**src/rtl/uart_tx_if.sv**
```systemverilog
// UART transmitter byte-side interface.
// Master offers bytes; slave reports line and FIFO state.
interface uart_tx_if;
   logic [7:0] tx_data;
   logic       tx_valid;
   logic       tx_ready;
   logic       tx;
   logic       tx_busy;
   logic [2:0] fifo_count;

   modport master (
      output tx_data, tx_valid,
      input  tx_ready, tx, tx_busy, fifo_count
   );

   modport slave (
      input  tx_data, tx_valid,
      output tx_ready, tx, tx_busy, fifo_count
   );
endinterface

```
**src/rtl/uart_tx.sv**
```systemverilog
// UART transmitter with a 4-entry input FIFO.
// Start, 8 data bits LSB first, optional parity, 1 or 2 stop bits.
module uart_tx #(
   parameter int CLKS_PER_BIT = 16,
   parameter int PARITY_EN    = 0,
   parameter int PARITY_ODD   = 0,
   parameter int STOP_BITS    = 1
) (
   input  logic     clk,
   input  logic     reset,
   uart_tx_if.slave bus
);
   typedef enum logic [2:0] {
      S_IDLE,
      S_START,
      S_DATA,
      S_PARITY,
      S_STOP
   } state_t;

   localparam logic [15:0] LP_LAST  = 16'(CLKS_PER_BIT - 1);
   localparam logic        LP_STOP2 = (STOP_BITS == 2);
   localparam logic        LP_PEN   = (PARITY_EN != 0);
   localparam logic        LP_ODD   = (PARITY_ODD != 0);

   state_t      r_state, w_state_nxt;
   logic [15:0] r_baud, w_baud_nxt;
   logic [2:0]  r_bit, w_bit_nxt;
   logic        r_stop, w_stop_nxt;
   logic [7:0]  r_shift, w_shift_nxt;
   logic        r_tx, w_tx_nxt;
   logic        r_busy;
   logic [7:0]  r_mem [4];
   logic [1:0]  r_wptr, r_rptr;
   logic [2:0]  r_count;
   logic        w_push, w_pop, w_last;

   assign bus.tx_ready   = (r_count != 3'd4);
   assign bus.tx         = r_tx;
   assign bus.tx_busy    = r_busy;
   assign bus.fifo_count = r_count;

   assign w_push = bus.tx_valid && (r_count != 3'd4);
   assign w_pop  = (r_state == S_IDLE) && (r_count != 3'd0);
   assign w_last = (r_baud == LP_LAST);

   // FIFO storage; validity is tracked by r_count, so no reset needed
   always_ff @(posedge clk) begin
      if (w_push) r_mem[r_wptr] <= bus.tx_data;
   end

   // FIFO pointers and occupancy
   always_ff @(posedge clk or negedge reset) begin
      if (!reset) begin
         r_wptr  <= '0;
         r_rptr  <= '0;
         r_count <= '0;
      end else begin
         if (w_push) r_wptr <= r_wptr + 2'd1;
         if (w_pop)  r_rptr <= r_rptr + 2'd1;
         case ({w_push, w_pop})
            2'b10:   r_count <= r_count + 3'd1;
            2'b01:   r_count <= r_count - 3'd1;
            default: r_count <= r_count;
         endcase
      end
   end

   // FSM state, counters and registered line outputs
   always_ff @(posedge clk or negedge reset) begin
      if (!reset) begin
         r_state <= S_IDLE;
         r_baud  <= '0;
         r_bit   <= '0;
         r_stop  <= 1'b0;
         r_shift <= '0;
         r_tx    <= 1'b1;
         r_busy  <= 1'b0;
      end else begin
         r_state <= w_state_nxt;
         r_baud  <= w_baud_nxt;
         r_bit   <= w_bit_nxt;
         r_stop  <= w_stop_nxt;
         r_shift <= w_shift_nxt;
         r_tx    <= w_tx_nxt;
         r_busy  <= (w_state_nxt != S_IDLE);
      end
   end

   // Next state; line level is derived from the next state so tx is aligned
   always_comb begin
      w_state_nxt = r_state;
      w_baud_nxt  = r_baud + 16'd1;
      w_bit_nxt   = r_bit;
      w_stop_nxt  = r_stop;
      w_shift_nxt = r_shift;
      w_tx_nxt    = 1'b1;
      unique case (r_state)
         S_IDLE: begin
            w_baud_nxt = '0;
            if (w_pop) begin
               w_state_nxt = S_START;
               w_shift_nxt = r_mem[r_rptr];
               w_bit_nxt   = '0;
               w_stop_nxt  = 1'b0;
            end
         end
         S_START: begin
            if (w_last) begin
               w_state_nxt = S_DATA;
               w_baud_nxt  = '0;
               w_bit_nxt   = '0;
            end
         end
         S_DATA: begin
            if (w_last) begin
               w_baud_nxt = '0;
               if (r_bit == 3'd7) begin
                  w_state_nxt = LP_PEN ? S_PARITY : S_STOP;
                  w_stop_nxt  = 1'b0;
               end else begin
                  w_bit_nxt = r_bit + 3'd1;
               end
            end
         end
         S_PARITY: begin
            if (w_last) begin
               w_state_nxt = S_STOP;
               w_baud_nxt  = '0;
               w_stop_nxt  = 1'b0;
            end
         end
         S_STOP: begin
            if (w_last) begin
               w_baud_nxt = '0;
               if (r_stop == LP_STOP2) w_state_nxt = S_IDLE;
               else                    w_stop_nxt  = 1'b1;
            end
         end
         default: begin
            w_state_nxt = S_IDLE;
            w_baud_nxt  = '0;
         end
      endcase
      unique case (w_state_nxt)
         S_IDLE:   w_tx_nxt = 1'b1;
         S_START:  w_tx_nxt = 1'b0;
         S_DATA:   w_tx_nxt = w_shift_nxt[w_bit_nxt];
         S_PARITY: w_tx_nxt = (^w_shift_nxt) ^ LP_ODD;
         S_STOP:   w_tx_nxt = 1'b1;
         default:  w_tx_nxt = 1'b1;
      endcase
   end
endmodule

```
**src/flat_wrapper.sv**
```systemverilog
// flat-port wrapper written by rule: the top's interface ports become plain ports
module uart_tx_flat 
#(
   parameter int CLKS_PER_BIT = 16,
   parameter int PARITY_EN    = 0,
   parameter int PARITY_ODD   = 0,
   parameter int STOP_BITS    = 1
)
  (clk, reset, bus_tx_data, bus_tx_valid, bus_tx_ready, bus_tx, bus_tx_busy, bus_fifo_count);
  uart_tx_if bus_i ();
  input  logic clk;
  input  logic reset;
  input wire logic [$bits(bus_i.tx_data)-1:0] bus_tx_data;
  input wire logic [$bits(bus_i.tx_valid)-1:0] bus_tx_valid;
  output wire logic [$bits(bus_i.tx_ready)-1:0] bus_tx_ready;
  output wire logic [$bits(bus_i.tx)-1:0] bus_tx;
  output wire logic [$bits(bus_i.tx_busy)-1:0] bus_tx_busy;
  output wire logic [$bits(bus_i.fifo_count)-1:0] bus_fifo_count;
  assign bus_i.tx_data = bus_tx_data;
  assign bus_i.tx_valid = bus_tx_valid;
  assign bus_tx_ready = bus_i.tx_ready;
  assign bus_tx = bus_i.tx;
  assign bus_tx_busy = bus_i.tx_busy;
  assign bus_fifo_count = bus_i.fifo_count;
  uart_tx #(.CLKS_PER_BIT(CLKS_PER_BIT), .PARITY_EN(PARITY_EN), .PARITY_ODD(PARITY_ODD), .STOP_BITS(STOP_BITS)) u_core (.clk(clk), .reset(reset), .bus(bus_i));
endmodule
```
**config.mk**
```make
export PLATFORM = sky130hd
export DESIGN_NAME = uart_tx_flat
export DESIGN_NICKNAME = d
export VERILOG_FILES = /design/src/rtl/uart_tx_if.sv /design/src/rtl/uart_tx.sv /design/src/flat_wrapper.sv
export SDC_FILE = /design/constraint.sdc
export NUM_CORES = 1
export LEC_CHECK = 0
export BUFFER_PORTS_ARGS = -buffer_cell sky130_fd_sc_hd__buf_4
export CAP_MARGIN = 0
export CELL_PAD_IN_SITES_DETAIL_PLACEMENT = 1
export CELL_PAD_IN_SITES_GLOBAL_PLACEMENT = 1
export CORE_AREA = 2 2 86 88
export CTS_CLUSTER_DIAMETER = 120
export DETAILED_ROUTE_END_ITERATION = 8
export DIE_AREA = 0 0 88 90
export GPL_ROUTABILITY_DRIVEN = 1
export GPL_TIMING_DRIVEN = 0
export PLACE_DENSITY = 0.77
export REMOVE_ABC_BUFFERS = 1
export SKIP_LAST_GASP = 1
export SYNTH_ARGS = -nofsm -noshare
export SYNTH_HDL_FRONTEND = slang
export SYNTH_SLANG_ARGS = --single-unit
```
**constraint.sdc**
```tcl
create_clock -name clk -period 3.2 [get_ports clk]
set_clock_uncertainty 0.1 [all_clocks]
set_input_delay 0.96 -clock clk [delete_from_list [all_inputs] [get_ports clk]]
set_output_delay 0.96 -clock clk [all_outputs]
set_load 0.01 [all_outputs]
```
# Word-level counts from Yosys, hierarchy flattened
# Memory sizes are Yosys's and may differ from the RTL's.
# Cells that the tools add are included.
# W data, S select, Z words.
dict set report word_totals {
  register_bits 40
  mem_bits_rw 32
  inputBits 11
  memories 1
}
dict set report classes {
  addsub 6
  magnitude_cmp 1
  eq_ne 17
  n_mux 30
  n_reduce_logical 10
}
# memory words word_bits read_ports rd_ports_with_merged_regs wr line_no
set mem_list {}
lappend mem_list {u_core.r_mem 4 8 1 0 1 uart_tx.sv:33} ;# logic [7:0] r_mem [4];
# operator n
set ops {}
lappend ops {{$mux W3} 11}
lappend ops {{$mux W16} 2}
lappend ops {{$add A16 B1 Y16 const B} 1}
lappend ops {{$eq A16 B4 Y1 const B} 1}
lappend ops {{$mux W8} 2}
lappend ops {{$pmux W3 S5} 1}
lappend ops {{$eq A3 B2 Y1 const B} 4}
lappend ops {{$ne A2 B1 Y1 const B} 5}
lappend ops {{$mux W1} 9}
lappend ops {{$pmux W3 S3} 1}
lappend ops {{$reduce_xor A8 Y1} 1}
lappend ops {{$add A3 B1 Y3 const B} 2}
lappend ops {{$eq A3 B1 Y1 const B} 2}
lappend ops {{$eq A3 B3 Y1 const B} 2}
lappend ops {{$pmux W3 S2} 1}
lappend ops {{$reduce_and A6 Y1} 1}
lappend ops {{$reduce_bool A3 Y1} 2}
lappend ops {{$add A2 B1 Y2 const B} 2}
lappend ops {{$lt A3 B4 Y1 const B} 1}
lappend ops {{$pmux W1 S4} 1}
lappend ops {{$reduce_bool A4 Y1} 1}
lappend ops {{$reduce_or A4 Y1} 1}
lappend ops {{$bmux W1 S3} 1}
lappend ops {{$logic_not A3 Y1} 1}
lappend ops {{other kinds (7)} 8}

# Longest topological paths before layout
dict set report logic_depth {
  ltp_word 7
  ltp_mapped 11
  depth_no_buf 10
}

# Least setup slack after synthesis
# OpenSTA, ideal clock, no wires.
dict set report synth_timing {
  path_type {register to register}
  startpoint {register u_core.r_rptr[0]}
  endpoint {register u_core.r_tx, in the netlist u_core.bus.tx}
  setup_time_ns 0.098
  arrival_time_ns 2.343
  required_time_ns 3.002
  setup_slack_ns 0.658
  stages_incl_launch_ff 9
  period_less_slack_ns 2.542
  cell_sequence {dfrtp_1 buf_6 mux4_2 and3_4 a211o_1 a211o_1 a211o_1 a211o_1 o311ai_1}
}
dict set report synth_between {
  elab_chain_len 6
  elab_cells_between_ends 7
  cone_classes {mux (5); reduce/logical (1); memory (1)}
}
# item line_no
set synth_rtl {}
lappend synth_rtl {{start, declared} uart_tx.sv:34} ;# logic [1:0] r_wptr, r_rptr;
lappend synth_rtl {{start signal, assigned} uart_tx.sv:60} ;# if (w_pop) r_rptr <= r_rptr + 2'd1;
lappend synth_rtl {{$mem_v2 Z4 W8 (*)} --}
lappend synth_rtl {{$mux W8 (*)} uart_tx.sv:101} ;# if (w_pop) begin
lappend synth_rtl {{$mux W8 (*)} uart_tx.sv:98} ;# unique case (r_state)
lappend synth_rtl {{$bmux W1 S3} uart_tx.sv:148} ;# S_DATA: w_tx_nxt = w_shift_nxt[w_bit_nxt];
lappend synth_rtl {{$mux W1 (implied by the code)} uart_tx.sv:148}
lappend synth_rtl {{$pmux W1 S3 (*)} uart_tx.sv:145} ;# unique case (w_state_nxt)
lappend synth_rtl {{net u_core.w_tx_nxt} uart_tx.sv:31} ;# logic r_tx, w_tx_nxt;
lappend synth_rtl {{end signal, assigned} uart_tx.sv:85} ;# r_tx <= w_tx_nxt;
lappend synth_rtl {{end, declared} uart_tx.sv:31}
# Mark *: on every way through the listed nets, which the timed path passes. The rest lies on a longest branch. The select of a mux whose other input is x is not followed.
# A chain may end at the register's enable or synchronous reset.

# Worst setup path in the final report
dict set report layout_timing {
  startpoint {register u_core.r_state[2]}
  endpoint {register u_core.r_tx, in the netlist u_core.bus.tx}
}
dict set report layout_between {
  elab_chain_len 7
  elab_cells_between_ends 25
  cone_classes {eq/ne (7); mux (15); reduce/logical (3)}
}
# item line_no
set layout_rtl {}
lappend layout_rtl {{start, declared} uart_tx.sv:26} ;# state_t r_state, w_state_nxt;
lappend layout_rtl {{start signal, assigned} uart_tx.sv:80} ;# r_state <= w_state_nxt;
lappend layout_rtl {{$logic_not A3 Y1} {uart_tx.sv:44, uart_tx.sv:98}}
lappend layout_rtl {{$logic_and A1 B1 Y1} uart_tx.sv:44} ;# assign w_pop = (r_state == S_IDLE) && (r_count != 3'd0);
lappend layout_rtl {{$mux W3 or $mux W8 (tied branches)} uart_tx.sv:101}
lappend layout_rtl {{$pmux W3 S3 or $mux W8 (tied branches)} uart_tx.sv:98}
lappend layout_rtl {{$bmux W1 S3} uart_tx.sv:148}
lappend layout_rtl {{$mux W1 (implied by the code)} uart_tx.sv:148}
lappend layout_rtl {{$pmux W1 S3 (*)} uart_tx.sv:145}
lappend layout_rtl {{net u_core.w_tx_nxt} uart_tx.sv:31}
# Marked as above.

==> impl_metrics.env <==
export IMPL_grt_pass1_wl_um=11100
export IMPL_power_leakage_nw=1.63
export IMPL_cts_root_buf="clkbuf_8"
export IMPL_ys_seq_area_share_pct=57.6
export IMPL_slew_headroom_pct=47.9
export IMPL_grt_pass1_vias=2289
export IMPL_die_y_um=90
export IMPL_cts_max_level=3
export IMPL_rsz0062_at_grt="false"
export IMPL_crit_family="compound AO/OA/AOI/OAI gates"
export IMPL_rows=31
export IMPL_die_w_um=88
export IMPL_setup_violations=0
export IMPL_peakVddDrop_v=0.000426
export IMPL_power_frac_comb_pct=14.0
export IMPL_postCtsHoldBufs=0
export IMPL_globalplace_congestion=0.772
export IMPL_route_vias_total=2195
export IMPL_p_per_area_nw_per_um2=611
export IMPL_pwr_share_clk_pct=37.3
export IMPL_final_cell_mix="dfrtp_1, edfxtp_1, nor2_1"
export IMPL_grt_overflow=0
export IMPL_drt_first_pass_iters=6
export IMPL_syn_area_per_cell_um2=12.2
export IMPL_drc=0
export IMPL_synth_edf_count=32
export IMPL_status="finished, final reports clean"
export IMPL_met3_usage_pct=5.23
export IMPL_timing_fmax_mhz=339
export IMPL_antenna_found_initial=0
export IMPL_grt_use_met1_pct=23.8
export IMPL_start_util_pct=47.9
export IMPL_hpwl_um=4640
export IMPL_synth_cell_type_count=43
export IMPL_path_buf_inv=0
export IMPL_ys_warn_count=0
export IMPL_synthFlopType="dfrtp_1"
export IMPL_synth_top_area_share_pct=28.6
export IMPL_whs_path_depth=1
export IMPL_setup_worst_path_start_class="register"
export IMPL_post_route_period_util_pct=92.3
export IMPL_critical_path_class="register to register"
export IMPL_cts_num_sinks=71
export IMPL_synth_top_area_cell="edfxtp_1"
export IMPL_clk_pin_slew_ns=0.08
export IMPL_cp_depth=7
export IMPL_synth_area_leaders="edfxtp_1, dfrtp_1, mux4_1, nor2_1, xor2_1"
export IMPL_worstMarginPinSlew_ns=0.777
export IMPL_dp_slack_ns=-0.197
export IMPL_cts_tree="done"
export IMPL_grt_max_degree=40
export IMPL_placed_cell_area_um2=3560
export IMPL_io_pins=17
export IMPL_cp_data_required_time_ns=3.35
export IMPL_ys_seq_elements=71
export IMPL_cp_max_fo=14
export IMPL_final_antenna_net_count=0
export IMPL_syn_area_um2=3360
export IMPL_drv_slew=0
export IMPL_worstHoldPathType="register to register"
export IMPL_die_area_um2=7920
export IMPL_cts_setup_buffers=0
export IMPL_path_cells="nor3_2 -> nand2_1 -> a221oi_1 -> o211ai_1 -> a211o_1 -> a211o_1 -> o311ai_1"
export IMPL_busiest_layer="met2"
export IMPL_whs_ns=0.375
export IMPL_arrival_ns=3.10
export IMPL_routed_wl_um=6580
export IMPL_p_sw_w=0.000607
export IMPL_period_minus_slack_ns=2.95
export IMPL_globalRouteTotalUtil_pct=18.2
export IMPL_portBuffers=16
export IMPL_async_flop_share_pct=54.9
export IMPL_numCtsBuffers=9
export IMPL_nFillCells=734
export IMPL_p_int_w=0.00173
export IMPL_clock_latency_ns=0.35
export IMPL_p_seq_share_pct=48.7
export IMPL_drtIter0Drc=79
export IMPL_syn_inst=275
export IMPL_cap_violations=0
export IMPL_num_nets_final=312
export IMPL_hold_viol_final=0
export IMPL_swShare_pct=26.0
export IMPL_wl_per_cell_um=16.6
export IMPL_cts_max_path_buffers=2
export IMPL_num_antenna_cells=0
export IMPL_cp_end_kind="register"
export IMPL_met2_usage_pct=29.7
export IMPL_vias_per_cell=5.53
export IMPL_critPathSlowestCell="nor3_2"
export IMPL_drive_above_1_share_pct=15.1
export IMPL_final_area_um2=3820
export IMPL_reg2reg_depth=7
export IMPL_final_common_cell="dfrtp_1"
export IMPL_cp_slowest_stage_delay_ns=0.67
export IMPL_setup_slack_ns=0.247
export IMPL_core_um2=7020
export IMPL_syn_to_final_growth_pct=13.5
export IMPL_p_total_w=0.00233
export IMPL_crit_top_cell="a211o_1"
layout make-up:
type | count | area [um2] | area share [%]
multi-input combinational | 182 | 1340 | 35.2
timing repair buffer | 16 | 120 | 3.14
inverter | 13 | 48.8 | 1.28
clock inverter | 7 | 121 | 3.18
clock buffer | 9 | 124 | 3.24
sequential | 71 | 1940 | 50.7
tap | 99 | 124 | 3.24
per-stage QoR:
stage               setup TNS, ns  cells  util, %
floorplan                       0    266        -
global placement           -0.432    381     50.8
detailed placement         -0.368    381     50.8
CTS                             0    397     54.3
global route                    0    397     54.4
finish                          0    397     54.4
synth_stat cells, drive strengths merged, types with 7 or more instances:
cell and count:
dfrtp 38, nand2 18, o21ai 8, xnor2 9, mux4 8, ha 7
edfxtp 32, xor2 11, inv 13, nor2 27, and3 14, nand3 16
kinds of logic after synthesis:
kind of cell / Yosys count / synth area share, %
flops: 71 / 57.6
buf+inv: 22 / 2.75
mux: 11 / 7.10
xor+xnor: 20 / 5.21
fa+ha+maj: 8 / 3.20
simple gates: 98 / 14.5
compound gates: 45 / 9.63
flip-flops by register name (all words and copies together), names as in the netlist:
signal	cells
u_core.r_wptr	2
u_core.r_mem	32
u_core.bus.fifo_count	3
u_core.r_rptr	2
u_core.bus.tx	1
u_core.r_baud	16
u_core.r_state	3
u_core.r_shift	8
u_core.bus.tx_busy	1
u_core.r_bit	3
worst paths after layout:
path | end | from | slack, ns
max | u_core.bus.tx$_DFF_PN1_ | u_core.r_state[2]$_DFF_PN0_ | 0.25
min | u_core.r_baud[0]$_DFF_PN0_ | u_core.r_baud[0]$_DFF_PN0_ | 0.37
max reg2reg | u_core.bus.tx$_DFF_PN1_ | u_core.r_state[2]$_DFF_PN0_ | 0.25
min reg2reg | u_core.r_baud[0]$_DFF_PN0_ | u_core.r_baud[0]$_DFF_PN0_ | 0.37
max in group asynchronous | u_core.bus.tx$_DFF_PN1_ | reset | 2.16
min in group asynchronous | u_core.r_wptr[0]$_DFFE_PN0P_ | reset | 0.47
per-layer routing:
metal  wire [um]  part of all wire (%)  vias up
li1            -                     -     1051
met1        3150                    48     1098
met2        3190                    48       37
met3         161                   2.4        9
met4          78                   1.2        0
met5           0                     0        -
power groups by stage:
stage	logic [W]	registers (W)	clock network [W]
global placement	0.000306	0.00114	0
CTS	0.000339	0.00113	0.000881
detailed placement	0.000331	0.00115	0
global route	0.000368	0.00115	0.000925
finish	0.000328	0.00114	0.000869
floorplan	0.000186	0.00114	0
timing repair:
| item | 4_1_cts | 5_1_grt |
|---|---|---|
| gates resized for setup | 1 | 1 |
| endpoints found under the hold margin | 0 | 0 |
| endpoints found under the setup margin | 3 | 1 |
| cloned | 0 | 0 |
Power figures use the tool's default switching activity.
